==> src/rtl/alu_seq_param_if.sv <==
// alu_seq_param_if: operand/request and result/flag bundle
// master drives requests, slave (the ALU) returns results
interface alu_seq_param_if #(
  parameter int WIDTH = 8
);
  logic [WIDTH-1:0]   operand_a;
  logic [WIDTH-1:0]   operand_b;
  logic [1:0]         operation;
  logic               start;
  logic [2*WIDTH-1:0] result;
  logic               ready;
  logic               done;
  logic               overflow;
  logic               zero;
  logic               div_by_zero;

  modport master (
    output operand_a, operand_b, operation, start,
    input  result, ready, done, overflow, zero, div_by_zero
  );

  modport slave (
    input  operand_a, operand_b, operation, start,
    output result, ready, done, overflow, zero, div_by_zero
  );
endinterface

==> src/rtl/alu_seq_param.sv <==
// alu_seq_param: sequential signed ALU
// single-cycle add/sub, Booth radix-4 mul, non-restoring div
module alu_seq_param #(
  parameter int WIDTH = 8
) (
  input  logic           clk,
  input  logic           reset,
  alu_seq_param_if.slave bus
);
  localparam int W2 = 2 * WIDTH;
  localparam int CW = $clog2(WIDTH) + 1;
  localparam logic [CW-1:0] MUL_LAST = CW'(WIDTH / 2 - 1);
  localparam logic [CW-1:0] DIV_LAST = CW'(WIDTH - 1);

  typedef enum logic [1:0] {IDLE, MUL, DIV, DIV_FIX} state_t;

  state_t state, state_nxt;

  logic [CW-1:0]    cnt;
  logic [W2-1:0]    acc, mcand;
  logic [WIDTH-1:0] mplier;
  logic             prev;
  logic [WIDTH+1:0] rem;
  logic [WIDTH-1:0] quo, dvs;
  logic             neg_a, neg_b, div_ovf;

  logic [W2-1:0] result_q;
  logic          done_q, ovf_q, zero_q, dbz_q;

  logic [WIDTH-1:0] a, b;
  assign a = bus.operand_a;
  assign b = bus.operand_b;

  assign bus.result      = result_q;
  assign bus.done        = done_q;
  assign bus.overflow    = ovf_q;
  assign bus.zero        = zero_q;
  assign bus.div_by_zero = dbz_q;
  assign bus.ready       = (state == IDLE);

  // add/sub with one guard bit to expose signed overflow
  logic [WIDTH:0]   as_ext;
  logic [WIDTH-1:0] as_lo;
  always_comb begin
    if (bus.operation[0])
      as_ext = {a[WIDTH-1], a} - {b[WIDTH-1], b};
    else
      as_ext = {a[WIDTH-1], a} + {b[WIDTH-1], b};
  end
  assign as_lo = as_ext[WIDTH-1:0];

  // Booth radix-4 partial product from the current recoding window
  logic [2:0]    bsel;
  logic [W2-1:0] pp, acc_nxt;
  assign bsel = {mplier[1:0], prev};
  always_comb begin
    pp = '0;
    case (bsel)
      3'b001, 3'b010: pp = mcand;
      3'b011:         pp = mcand << 1;
      3'b100:         pp = -(mcand << 1);
      3'b101, 3'b110: pp = -mcand;
      default:        pp = '0;
    endcase
  end
  assign acc_nxt = acc + pp;

  logic mul_ovf;
  assign mul_ovf = ~((&acc_nxt[W2-1:WIDTH-1]) |
                     ~(|acc_nxt[W2-1:WIDTH-1]));

  // non-restoring step on magnitudes; quo doubles as dividend shifter
  logic [WIDTH+1:0] rem_sh, rem_nxt;
  assign rem_sh  = {rem[WIDTH:0], quo[WIDTH-1]};
  assign rem_nxt = rem[WIDTH+1] ? rem_sh + {2'b00, dvs}
                                : rem_sh - {2'b00, dvs};

  logic [WIDTH-1:0] rem_fix, rem_s, quo_s, abs_a, abs_b;
  assign rem_fix = rem[WIDTH-1:0] + (rem[WIDTH+1] ? dvs : '0);
  assign rem_s   = neg_a ? -rem_fix : rem_fix;
  assign quo_s   = (neg_a ^ neg_b) ? -quo : quo;
  assign abs_a   = a[WIDTH-1] ? -a : a;
  assign abs_b   = b[WIDTH-1] ? -b : b;

  logic div_min_neg1;
  assign div_min_neg1 = (a == {1'b1, {(WIDTH-1){1'b0}}}) && (&b);

  // state register
  always_ff @(posedge clk) begin
    if (reset) state <= IDLE;
    else       state <= state_nxt;
  end

  // next-state decode
  always_comb begin
    state_nxt = state;
    case (state)
      IDLE: begin
        if (bus.start) begin
          if (bus.operation == 2'b10)
            state_nxt = MUL;
          else if (bus.operation == 2'b11 && b != '0)
            state_nxt = DIV;
        end
      end
      MUL:     if (cnt == MUL_LAST) state_nxt = IDLE;
      DIV:     if (cnt == DIV_LAST) state_nxt = DIV_FIX;
      DIV_FIX: state_nxt = IDLE;
      default: state_nxt = IDLE;
    endcase
  end

  // datapath, result and flag registers
  always_ff @(posedge clk) begin
    if (reset) begin
      result_q <= '0;
      done_q   <= 1'b0;
      ovf_q    <= 1'b0;
      zero_q   <= 1'b0;
      dbz_q    <= 1'b0;
      cnt      <= '0;
      acc      <= '0;
      mcand    <= '0;
      mplier   <= '0;
      prev     <= 1'b0;
      rem      <= '0;
      quo      <= '0;
      dvs      <= '0;
      neg_a    <= 1'b0;
      neg_b    <= 1'b0;
      div_ovf  <= 1'b0;
    end else begin
      done_q <= 1'b0;
      case (state)
        IDLE: begin
          if (bus.start) begin
            cnt <= '0;
            if (!bus.operation[1]) begin
              result_q <= {{WIDTH{as_lo[WIDTH-1]}}, as_lo};
              ovf_q    <= as_ext[WIDTH] ^ as_ext[WIDTH-1];
              zero_q   <= (as_lo == '0);
              dbz_q    <= 1'b0;
              done_q   <= 1'b1;
            end else if (!bus.operation[0]) begin
              acc    <= '0;
              mcand  <= {{WIDTH{a[WIDTH-1]}}, a};
              mplier <= b;
              prev   <= 1'b0;
            end else if (b == '0) begin
              result_q <= {a, {WIDTH{1'b1}}};
              ovf_q    <= 1'b1;
              zero_q   <= 1'b0;
              dbz_q    <= 1'b1;
              done_q   <= 1'b1;
            end else begin
              rem     <= '0;
              quo     <= abs_a;
              dvs     <= abs_b;
              neg_a   <= a[WIDTH-1];
              neg_b   <= b[WIDTH-1];
              div_ovf <= div_min_neg1;
            end
          end
        end
        MUL: begin
          acc    <= acc_nxt;
          mcand  <= mcand << 2;
          mplier <= {2'b00, mplier[WIDTH-1:2]};
          prev   <= mplier[1];
          cnt    <= cnt + 1'b1;
          if (cnt == MUL_LAST) begin
            result_q <= acc_nxt;
            ovf_q    <= mul_ovf;
            zero_q   <= (acc_nxt == '0);
            dbz_q    <= 1'b0;
            done_q   <= 1'b1;
          end
        end
        DIV: begin
          rem <= rem_nxt;
          quo <= {quo[WIDTH-2:0], ~rem_nxt[WIDTH+1]};
          cnt <= cnt + 1'b1;
        end
        DIV_FIX: begin
          result_q <= {rem_s, quo_s};
          ovf_q    <= div_ovf;
          zero_q   <= (quo_s == '0);
          dbz_q    <= 1'b0;
          done_q   <= 1'b1;
        end
        default: ;
      endcase
    end
  end
endmodule

==> src/flat_wrapper.sv <==
// flat-port wrapper written by rule: the top's interface ports become plain ports
module alu_seq_param_flat 
#(
  parameter int WIDTH = 8
)
  (clk, reset, bus_operand_a, bus_operand_b, bus_operation, bus_start, bus_result, bus_ready, bus_done, bus_overflow, bus_zero, bus_div_by_zero);
  alu_seq_param_if #(.WIDTH(WIDTH)) bus_i ();
  input  logic clk;
  input  logic reset;
  input wire logic [$bits(bus_i.operand_a)-1:0] bus_operand_a;
  input wire logic [$bits(bus_i.operand_b)-1:0] bus_operand_b;
  input wire logic [$bits(bus_i.operation)-1:0] bus_operation;
  input wire logic [$bits(bus_i.start)-1:0] bus_start;
  output wire logic [$bits(bus_i.result)-1:0] bus_result;
  output wire logic [$bits(bus_i.ready)-1:0] bus_ready;
  output wire logic [$bits(bus_i.done)-1:0] bus_done;
  output wire logic [$bits(bus_i.overflow)-1:0] bus_overflow;
  output wire logic [$bits(bus_i.zero)-1:0] bus_zero;
  output wire logic [$bits(bus_i.div_by_zero)-1:0] bus_div_by_zero;
  assign bus_i.operand_a = bus_operand_a;
  assign bus_i.operand_b = bus_operand_b;
  assign bus_i.operation = bus_operation;
  assign bus_i.start = bus_start;
  assign bus_result = bus_i.result;
  assign bus_ready = bus_i.ready;
  assign bus_done = bus_i.done;
  assign bus_overflow = bus_i.overflow;
  assign bus_zero = bus_i.zero;
  assign bus_div_by_zero = bus_i.div_by_zero;
  alu_seq_param #(.WIDTH(WIDTH)) u_core (.clk(clk), .reset(reset), .bus(bus_i));
endmodule
==> config.mk <==
export PLATFORM = sky130hd
export DESIGN_NAME = alu_seq_param_flat
export DESIGN_NICKNAME = d
export VERILOG_FILES = /design/src/rtl/alu_seq_param_if.sv /design/src/rtl/alu_seq_param.sv /design/src/flat_wrapper.sv
export SDC_FILE = /design/constraint.sdc
export NUM_CORES = 1
export LEC_CHECK = 0
export ABC_AREA = 1
export CAP_MARGIN = 0
export CORE_ASPECT_RATIO = 1.75
export CORE_UTILIZATION = 57
export CTS_BUF_LIST = sky130_fd_sc_hd__clkbuf_8
export DETAILED_ROUTE_END_ITERATION = 10
export PLACE_DENSITY = 0.76
export SKIP_LAST_GASP = 1
export SYNTH_ARGS = -nofsm -noshare
export SYNTH_HDL_FRONTEND = slang
export SYNTH_SLANG_ARGS = --single-unit
export TNS_END_PERCENT = 10
==> constraint.sdc <==
create_clock -name clk -period 3.2 [get_ports clk]
set_clock_uncertainty 0.1 [all_clocks]
set_input_delay 0.32 -clock clk [delete_from_list [all_inputs] [get_ports clk]]
set_output_delay 0.32 -clock clk [all_outputs]
set_load 0.02 [all_outputs]
; ---- Word level (Yosys, flattened, before mapping)
; Cells that the tools add are included.
[word_totals]
ff_bits = 96
output_inout_bits = 21
inputBits = 21
elab_cells = 155
[op_classes]
bitwise_logic = 7
n_reduce_logical = 24
n_mux = 70
addsub = 13
eq_ne = 24
[ops]
columns = op, n
row1 = 16-bit two-way mux, 11
row2 = 8-bit two-way mux, 12
row3 = 16-bit one-hot mux with 2 select lines, 2
row4 = 16-bit one-hot mux with 4 select lines, 1
row5 = 10-bit two-way mux, 5
row6 = 16-bit one-hot mux with 3 select lines, 1
row7 = 16-bit negator, 2
row8 = 8-bit negator, 4
row9 = 8-bit one-hot mux with 2 select lines, 2
row10 = 8-bit zero test, 3
row11 = 1-bit two-way mux, 21
row12 = 10-bit one-hot mux with 2 select lines, 1
row13 = 16-bit adder, 1
row14 = 16-bit zero test, 1
row15 = 5-bit AND reduction, 3
row16 = 1-bit one-hot mux with 3 select lines, 4
row17 = 10-bit by 8-bit adder with 10-bit output, 1
row18 = 2-bit two-way mux, 5
row19 = 2-bit != test (second input constant), 5
row20 = 10-bit by 8-bit subtractor with 10-bit output, 1
row21 = 8-bit by 8-bit adder with 9-bit output, 1
row22 = 3-bit equality test (second input constant), 3
row23 = 9-bit two-way mux, 1
row24 = 9-bit AND reduction, 1
row25 = other kinds (31), 46

; ---- Depth between registers and ports, before layout
; Gate-level depths: netlist of run 1.
[depth]
word_depth = 10
mapped_depth = 27

; ---- Least setup slack after synthesis of run 1
; Ideal clock, no wire load.
[synth_path]
path_kind = reg-to-reg
startpoint = register u_core.mcand[1]
endpoint = register u_core.ovf_q, in the netlist u_core.bus.overflow
n_path_buf = 0
stages_incl_launch_ff = 27
arrival_time_ps = 2808
setup_slack_ps = 173
path_cell_list = dfxtp_1 -> inv_1 -> ha_1 -> inv_1 -> nor2_4 -> inv_2 -> nor2_1 -> inv_1 -> nor2_2 -> nor2_1 -> a221oi_1 -> o21ai_0 -> ha_1 -> nand2_2 -> inv_1 -> a21oi_2 -> nor2_1 -> nor2_1 -> nand2_1 -> nand2_1 -> nand2_1 -> nor2_1 -> nand2_1 -> nor2_2 -> nand2_1 -> nand3_1 -> a21oi_1
[synth_between]
elab_chain_len = 9
word_cells_on_any_way = 11
[synth_rtl]
columns = element, line
row1 = start: declaration, alu_seq_param.sv:20  ; logic [W2-1:0] acc, mcand;
row2 = start signal: assignment, alu_seq_param.sv:146  ; mcand <= {{WIDTH{a[WIDTH-1]}}, a};
row3 = start signal: assignment, alu_seq_param.sv:167  ; mcand <= mcand << 2;
row4 = 16-bit negator (on tied branches), "alu_seq_param.sv:62, alu_seq_param.sv:61"
row5 = 16-bit one-hot mux with 4 select lines *, alu_seq_param.sv:58  ; case (bsel)
row6 = 16-bit adder *, alu_seq_param.sv:66  ; assign acc_nxt = acc + pp;
row7 = 9-bit OR reduction, alu_seq_param.sv:70  ; ~(|acc_nxt[W2-1:WIDTH-1]));
row8 = 1-bit NOT, alu_seq_param.sv:70
row9 = 1-bit OR *, alu_seq_param.sv:69  ; assign mul_ovf = ~((&acc_nxt[W2-1:WIDTH-1]) |
row10 = 1-bit NOT *, alu_seq_param.sv:69
row11 = 1-bit two-way mux *, alu_seq_param.sv:171  ; if (cnt == MUL_LAST) begin
row12 = 1-bit one-hot mux with 3 select lines *, alu_seq_param.sv:134  ; case (state)
row13 = end signal: assignment, alu_seq_param.sv:140  ; ovf_q <= as_ext[WIDTH] ^ as_ext[WIDTH-1];
row14 = end signal: assignment, alu_seq_param.sv:173  ; ovf_q <= mul_ovf;
row15 = end signal: assignment, alu_seq_param.sv:186  ; ovf_q <= div_ovf;
row16 = end: declaration, alu_seq_param.sv:28  ; logic done_q, ovf_q, zero_q, dbz_q;
; Every way passes the cells marked *; elsewhere a longest branch is shown, timed or not. The select of a mux whose other input is x is not followed.
; A chain may end at the register's enable or synchronous reset.

; ---- Worst setup path in the final report of run 1
[layout_path]
startpoint = register u_core.mcand[0]
endpoint = register u_core.acc[10]
[layout_between]
elab_chain_len = 4
word_cells_on_any_way = 5
[layout_rtl]
columns = element, line
row1 = 16-bit negator (on tied branches), "alu_seq_param.sv:62, alu_seq_param.sv:61"
row2 = 16-bit one-hot mux with 4 select lines *, alu_seq_param.sv:58
row3 = 16-bit adder *, alu_seq_param.sv:66
row4 = 16-bit one-hot mux with 2 select lines *, alu_seq_param.sv:134
row5 = end signal: assignment, alu_seq_param.sv:166  ; acc <= acc_nxt;
row6 = end: declaration, alu_seq_param.sv:20
; Every way passes the cells marked *; elsewhere a longest branch is shown, timed or not.

==> flow_summary.json, run 1 <==
{
  "final.setup.worst_slack_ns": -0.03544,
  "slew_headroom_pct": 50.73,
  "max_freq_ghz": 0.3091,
  "place_inst": 1478,
  "final_cell_mix": "nand2_1 (254), inv_1 (144), o21ai_0 (107)",
  "clk-insertion-delay-late_ns": 0.40,
  "cts_max_level": 3,
  "final_util_pct": 69.40,
  "grt_pass1_wl_um": 40090,
  "layout.cells.non_filler": 1501,
  "synth_area_um2": 8025,
  "max-cap-violations": 0,
  "port_buffers": 41,
  "tritoncts": "built",
  "cpPeakStageDelay_ns": 0.33,
  "synth_fp_nets": 1301,
  "slowest_stage": "dfxtp_1",
  "num-nets-final": 1398,
  "root_buffer": "clkbuf_8",
  "track_usage_pct": 34.85,
  "drt_iter0_markers": 530,
  "ys_ff_latch": 96,
  "antenna_cells": 0,
  "hp-class": "reg -> reg",
  "p_leak_nw": 4.375,
  "vias": 8762,
  "crit_required_ns": 3.39,
  "dp_hpwl_um": 19800,
  "synth-compound-area-share_pct": 22.40,
  "synthMuxAreaShare_pct": 0,
  "grt_max_degree": 65,
  "criticalPathCategory": "reg -> reg",
  "startpoint_type": "register",
  "row_count": 57,
  "period_minus_slack_ns": 3.235,
  "status": "finished, violations left",
  "grt_pass1_vias": 8490,
  "ys_seq_area_share_pct": 23.95,
  "hold_viol_final": 0,
  "drive_gt1_share_pct": 16.01,
  "wl_per_cell_um": 17.07,
  "synthSimpleGateAreaFrac_pct": 28.91,
  "crit_top_cell": "nand2_2",
  "path_max_fanout": 4,
  "drtPass1Iterations": 5,
  "clk_path_buf_depth": 2,
  "synth-warning-count": 0,
  "ios": 42,
  "clkSlewWorstSetupHoldPaths_ns": 0.10,
  "drv_slew": 0,
  "syn_to_final_growth_pct": 19.64,
  "initial_core_util_pct": 58.00,
  "die_area_um2": 14580,
  "route.detailed.vias_per_inst": 5.837,
  "syn_inst": 1223,
  "gp_congestion": 0.9507,
  "ys_async_sr_fraction_pct": 0,
  "cts_inserted_buffers": 9,
  "finalSetupViolCount": 2,
  "violations": "negative setup slack",
  "die_x_um": 91.70,
  "crit_chain": "inv_2 -> ha_4 -> inv_4 -> nor2_4 -> inv_2 -> nor2_1 -> inv_1 -> nor2_2 -> nor2_1 -> a221oi_1 -> o21ai_1 -> ha_4 -> nand2_2 -> nand2_2 -> a21oi_2 -> buf_4 -> buf_6 -> nand4_1 -> nand2_2 -> buf_4 -> nand2_1 -> a21oi_1",
  "antenna_found_initial": 0,
  "critPathArrivalTime_ns": 3.43,
  "syn_area_per_cell_um2": 6.562,
  "synth-xor-area-share_pct": 4.896,
  "rsz0062_at_grt": "yes",
  "clkSinkCount": 96,
  "worst_pin_slew_ns": 0.7382,
  "synthAdderAreaFrac_pct": 9.261,
  "holdBufCountCts": 0,
  "period_share_pct": 101.1,
  "power_density_nw_per_um2": 755.0,
  "ys_types": 65,
  "routed_wl_um": 25620,
  "endpoint_kind": "register",
  "synth_edf_count": 0,
  "irDropWorstVdd_uv": 341.4,
  "drc": 0,
  "antenna_left": 0,
  "grt_overflow": 0,
  "die_height_um": 159.0,
  "final_common_cell": "nand2_1",
  "synth-main-ff-cell": "dfxtp_1",
  "core_um2": 13840,
  "synth_top_family_by_area": "simple AND/OR/NAND/NOR gates"
}
-- sequential cells by signal, summed over array words and instances (netlist names), 2 cells and up --
name,count
u_core.acc,16
u_core.bus.result,16
u_core.mcand,16
u_core.rem,10
u_core.dvs,8
u_core.mplier,8
u_core.quo,8
u_core.cnt,4
u_core.state,2
-- kinds of logic after synthesis --
family | count (synthesis)
AOI/OAI and AO/OA | 307
buffers and inverters | 204
DFF | 96
xor gates and xnor gates | 44
adders and majority gates | 57
and+or+nand+nor | 515
-- final timing paths --
| kind | slack, ns | to | from | cells after the start |
|---|---|---|---|---|
| max | -0.04 | u_core.acc[10] | u_core.mcand[0] | 22 |
| min | 0.37 | u_core.quo[0] | u_core.quo[0] | 2 |
| max reg2reg | -0.04 | u_core.acc[10] | u_core.mcand[0] | 22 |
| min reg2reg | 0.37 | u_core.quo[0] | u_core.quo[0] | 2 |
-- synthesized netlist by cell type (3+ instances only) --
cell type  count  area, um2
buf_6          7      78.83
a221oi_1       4      35.03
o21ai_0      113      565.5
a21oi_1       99      495.5
o2111ai_1      5      43.79
nor3_1        16      80.08
nor2_4         3      33.78
inv_1        149      559.3
inv_2          6      22.52
nor2_2         5      31.28
a211oi_1      16      120.1
xor2_1        33      289.0
xnor2_1       10      87.58
ha_1          53      663.1
clkbuf_1      25      93.84
a31oi_1       21      131.4
nand3_1       62      310.3
nand4_1       17      106.4
buf_2         10      50.05
nor4_1         5      31.28
buf_4          3      22.52
or2_2          6      37.54
nor3_2         3      30.03
nand3_2        8      80.08
nor2_1       105      394.1
nand3b_1       4      30.03
o22ai_1        7      43.79
o21ai_1        4      20.02
a22oi_1        3      22.52
o31ai_1        3      22.52
nand2_2        3      18.77
fa_1           4      80.08
dfxtp_1       96       1922
a41oi_1        4      35.03
o211ai_1       5      37.54
nand2_1      268       1006
-- timing repair --
| item | CTS | global route |
|---|---|---|
| endpoints found under the setup margin | 12 | 22 |
| cloned | 0 | 0 |
| hold endpoints to repair | 0 | 0 |
| pin swaps | 21 | 32 |
| setup buffers | 6 | 2 |
| resized for setup | 24 | 51 |
-- critical path, delay by kind of cell, from the launching register on --
| family | cells | cell delay (ns) |
|---|---|---|
| AOI/OAI and AO/OA | 4 | 0.84 |
| and+or+nand+nor | 9 | 0.82 |
| buffers and inverters | 7 | 0.59 |
| adders and majority gates | 2 | 0.44 |
| DFF | 1 | 0.33 |
-- stage by stage --
stage	hold WS [ns]	area, um2	setup slack [ns]	total power, mW	setup TNS (ns)
floorplan	0.3435	8025	0.1727	4.454	0
global placement	0.3548	9035	-0.1096	5.722	-0.4678
detailed placement	0.3561	9035	-0.1628	5.771	-1.237
CTS	0.3707	9383	-0.03674	6.922	-0.08440
global route	0.3961	9602	-0.2229	7.768	-1.880
finish	0.3734	9602	-0.03544	7.249	-0.05931
-- layer usage --
| metal | vias up | part of all wire (%) | track usage, % | wire length [um] |
|---|---|---|---|---|
| li1 | 4299 | - | - | - |
| met1 | 4012 | 35 | 34.37 | 8953 |
| met2 | 318 | 53 | 64.70 | 13470 |
| met3 | 133 | 4.0 | 4.011 | 1020 |
| met4 | 0 | 8.5 | 26.99 | 2177 |
| met5 | - | 0 | 0 | 0 |
-- power breakdown --
group          internal, mW  total (mW)  switching, mW  leakage [nW]
registers              1.48        1.75          0.263         0.785
clock network         0.521        1.00          0.483         0.116
logic                  1.79        4.50           2.70          3.47
-- cell type report --
class / count / area [um2]
inverters: 159 / 606.8
clock inverters: 6 / 115.1
fillers: 1270 / 4234
clock buffers: 9 / 123.9
repair buffers: 131 / 1094
multi-input cells: 923 / 5517
well taps: 177 / 221.5
flip-flops and latches: 96 / 1924
No activity file was read; power rests on OpenSTA's default activity.
==> run 2, diff against run 1 <==
ABC_AREA = unset   (was 1)
==> run 2 against run 1 <==
Against the previous run: the flow still finishes with violations (negative setup slack); sequential power down 6%; largest cell class unchanged; setup slack lost 0.98 ns; combinational power is essentially flat; sequential share of layout area shrank 0.84 points; critical path depth decreased by 1; highest routed layer unchanged; die area decreased by 1.9%; critical endpoint is now u_core.bus.overflow; critical path type unchanged.
==> flow_summary.json, run 2 <==
{
  "ios": 42,
  "grt_most_used_layer": "met2",
  "hp-class": "reg -> reg",
  "antenna_left": 0,
  "final_cell_mix": "buf_4 (173), nor2_1 (138), nand2_1 (98)",
  "critPathArrivalTime_ns": 4.43,
  "ys_top_cells_by_count": "nor2_1 (139), nand2_1 (99), dfxtp_1 (96), a21oi_1 (80), clkbuf_1 (58)",
  "slew_headroom_pct": 33.48,
  "cp_num_buf_inv": 3,
  "route.detailed.vias_per_inst": 6.048,
  "die_area_um2": 14300,
  "period_minus_slack_ns": 4.214,
  "period_share_pct": 131.7,
  "switchingPower_mw": 3.148,
  "syn_to_final_growth_pct": 27.47,
  "track_usage_pct": 36.41,
  "synth.most_common_cell": "nor2_1",
  "root_buffer": "clkbuf_8",
  "initial_core_util_pct": 58.48,
  "startpoint_type": "register",
  "num-nets-final": 1288,
  "drv_slew": 0,
  "synth_top_area_share_pct": 24.43,
  "grt_overflow": 0,
  "violations": "negative setup slack",
  "dp_hpwl_um": 19710,
  "critPathTopFamily": "simple AND/OR/NAND/NOR gates",
  "comb_power_share_pct": 64.4,
  "postLayoutCellArea_um2": 10030,
  "clk-insertion-delay-late_ns": 0.39,
  "gp_congestion": 0.9856,
  "max-cap-violations": 0,
  "place_inst": 1369,
  "grt.met2_usage_pct": 68.98,
  "final_common_cell": "buf_4",
  "final.setup.worst_slack_ns": -1.014,
  "netSwitchingFraction_pct": 44.98,
  "drtPass1Iterations": 5,
  "crit_required_ns": 3.41,
  "ys_types": 72,
  "status": "finished, violations left",
  "irDropWorstVdd_uv": 450.0,
  "clk_path_buf_depth": 2,
  "routed_wl_um": 25540,
  "ys_async_sr_fraction_pct": 0,
  "syn_area_per_cell_um2": 7.486,
  "grt_pass1_wl_um": 40470,
  "synth_area_leader_cell": "dfxtp_1",
  "clkSlewWorstSetupHoldPaths_ns": 0.12,
  "synth_edf_count": 0,
  "final_util_pct": 74.54,
  "synth-warning-count": 0,
  "grt_max_degree": 59,
  "synth_fp_nets": 1129,
  "startpoint": "u_core.mcand[1]",
  "p_leak_nw": 4.206,
  "tritoncts": "built",
  "clkSinkCount": 96,
  "endpoint_kind": "register",
  "synth-main-ff-cell": "dfxtp_1",
  "ys_ff_latch": 96,
  "rsz0062_at_grt": "yes",
  "worst_hold_slack_ns": 0.3676,
  "worst_pin_slew_ns": 0.9941,
  "grt_pass1_vias": 8438,
  "slowest_stage": "or4b_4",
  "wl_per_cell_um": 18.38,
  "syn_inst": 1051,
  "p_clk_share_pct": 12.1,
  "worstHoldStart": "u_core.acc[9]",
  "max_freq_ghz": 0.2373,
  "cpPeakStageDelay_ns": 0.45,
  "finalSetupViolCount": 22,
  "synthTopCellsByArea": "dfxtp_1 (24%), ha_1 (8.4%), nor2_1 (6.6%), a21oi_1 (5.1%), xnor2_1 (4.8%)",
  "holdBufCountCts": 0,
  "power_density_nw_per_um2": 697.8,
  "synth_area_um2": 7868,
  "dpl_cell_area_um2": 9613,
  "drc": 0,
  "r2r_start": "u_core.mcand[1]",
  "crit_chain": "inv_2 -> ha_4 -> or4b_4 -> or2_4 -> nor4_4 -> buf_4 -> xnor2_2 -> nor2_1 -> a211oi_1 -> a31oi_1 -> a21oi_2 -> ha_4 -> buf_4 -> nand2_2 -> nor4_2 -> and2_1 -> or3_1 -> o221a_4 -> and3_4 -> a211o_1 -> a31oi_1",
  "ys_seq_area_share_pct": 24.43,
  "criticalPathCategory": "reg -> reg",
  "cts_max_level": 3,
  "port_buffers": 41,
  "path_max_fanout": 4,
  "layout.cells.non_filler": 1389,
  "grt.met1_usage_pct": 34.36,
  "row_count": 56,
  "antenna_cells": 0,
  "drt_iter0_markers": 458,
  "hold_viol_final": 0,
  "grtUsageMet3_pct": 4.203,
  "p_int_mw": 3.850,
  "die_height_um": 157.4,
  "die_x_um": 90.81,
  "drive_gt1_share_pct": 20.49,
  "vias": 8401,
  "core_um2": 13450,
  "cts_inserted_buffers": 9,
  "pwr-share-seq_pct": 23.5,
  "antenna_found_initial": 0
}
==> run 2: cell type report <==
class                           instances  area [um2]
Timing Repair Buffer                  220        1798
Multi-Input combinational cell        844        5746
Fill cell                            1134        3425
Tap cell                              174       217.7
Sequential cell                        96        1926
Inverter                               39       146.4
Clock inverter                          7       71.32
Clock buffer                            9       123.9
==> run 2: path summary, 6_finish.rpt <==
path | endpoint | slack (ns) | depth (start not counted)
max | u_core.bus.overflow | -1.01 | 21
min | u_core.acc[9] | 0.37 | 2
max reg2reg | u_core.bus.overflow | -1.01 | 21
min reg2reg | u_core.acc[9] | 0.37 | 2
==> run 2: cells by family (layout without fill, tap and decap cells) <==
| group | Yosys count | after routing | share of synthesized area, % |
|---|---|---|---|
| compound gates | 273 | 273 | 22.95 |
| fa+ha+maj | 57 | 57 | 9.447 |
| simple gates | 397 | 397 | 24.05 |
| buf+inv | 111 | 275 | 5.534 |
| mux | 33 | 33 | 4.246 |
| flops | 96 | 96 | 24.43 |
| xor+xnor | 84 | 84 | 9.351 |
==> run 2: repair_timing <==
item	CTS	global route
setup buffers	4	1
gates resized for setup	7	31
pin swaps	23	23
endpoints found under the setup margin	22	31
==> run 2: power groups by stage <==
stage                     Sequential (mW)  Combinational [mW]  Clock, mW
after floorplan                      1.74                2.46          0
after global placement               1.66                4.14          0
after detailed placement             1.67                4.21          0
after CTS                            1.64                4.32      0.854
after global routing                 1.67                4.87      0.908
final                                1.64                4.50      0.850
==> run 2: metrics by stage <==
| stage | power (mW) | setup slack, ns | TNS, ns |
|---|---|---|---|
| after floorplan | 4.205 | -1.024 | -5.562 |
| after global placement | 5.798 | -0.9622 | -12.93 |
| after detailed placement | 5.874 | -1.093 | -14.57 |
| after CTS | 6.810 | -1.115 | -13.88 |
| after global routing | 7.441 | -1.208 | -17.52 |
| final | 6.998 | -1.014 | -12.00 |
==> run 2: worst reg2reg max path, stage by stage, from the launching register on <==
cell      delay, ns
dfxtp_2        0.35
inv_2          0.08
ha_4           0.13
or4b_4         0.45
or2_4          0.27
nor4_4         0.18
buf_4          0.17
xnor2_2        0.09
nor2_1         0.05
a211oi_1       0.16
a31oi_1        0.08
a21oi_2        0.22
ha_4           0.24
buf_4          0.13
nand2_2        0.07
nor4_2         0.05
and2_1         0.16
or3_1          0.33
o221a_4        0.26
and3_4         0.15
a211o_1        0.25
a31oi_1        0.15
==> run 2: per-layer routing <==
| layer | part of all wire (%) | wire length (um) |
|---|---|---|
| met2 | 53 | 13470 |
| met5 | 0 | 0 |
| met1 | 35 | 9042 |
| met4 | 8.6 | 2185 |
| met3 | 3.3 | 844 |
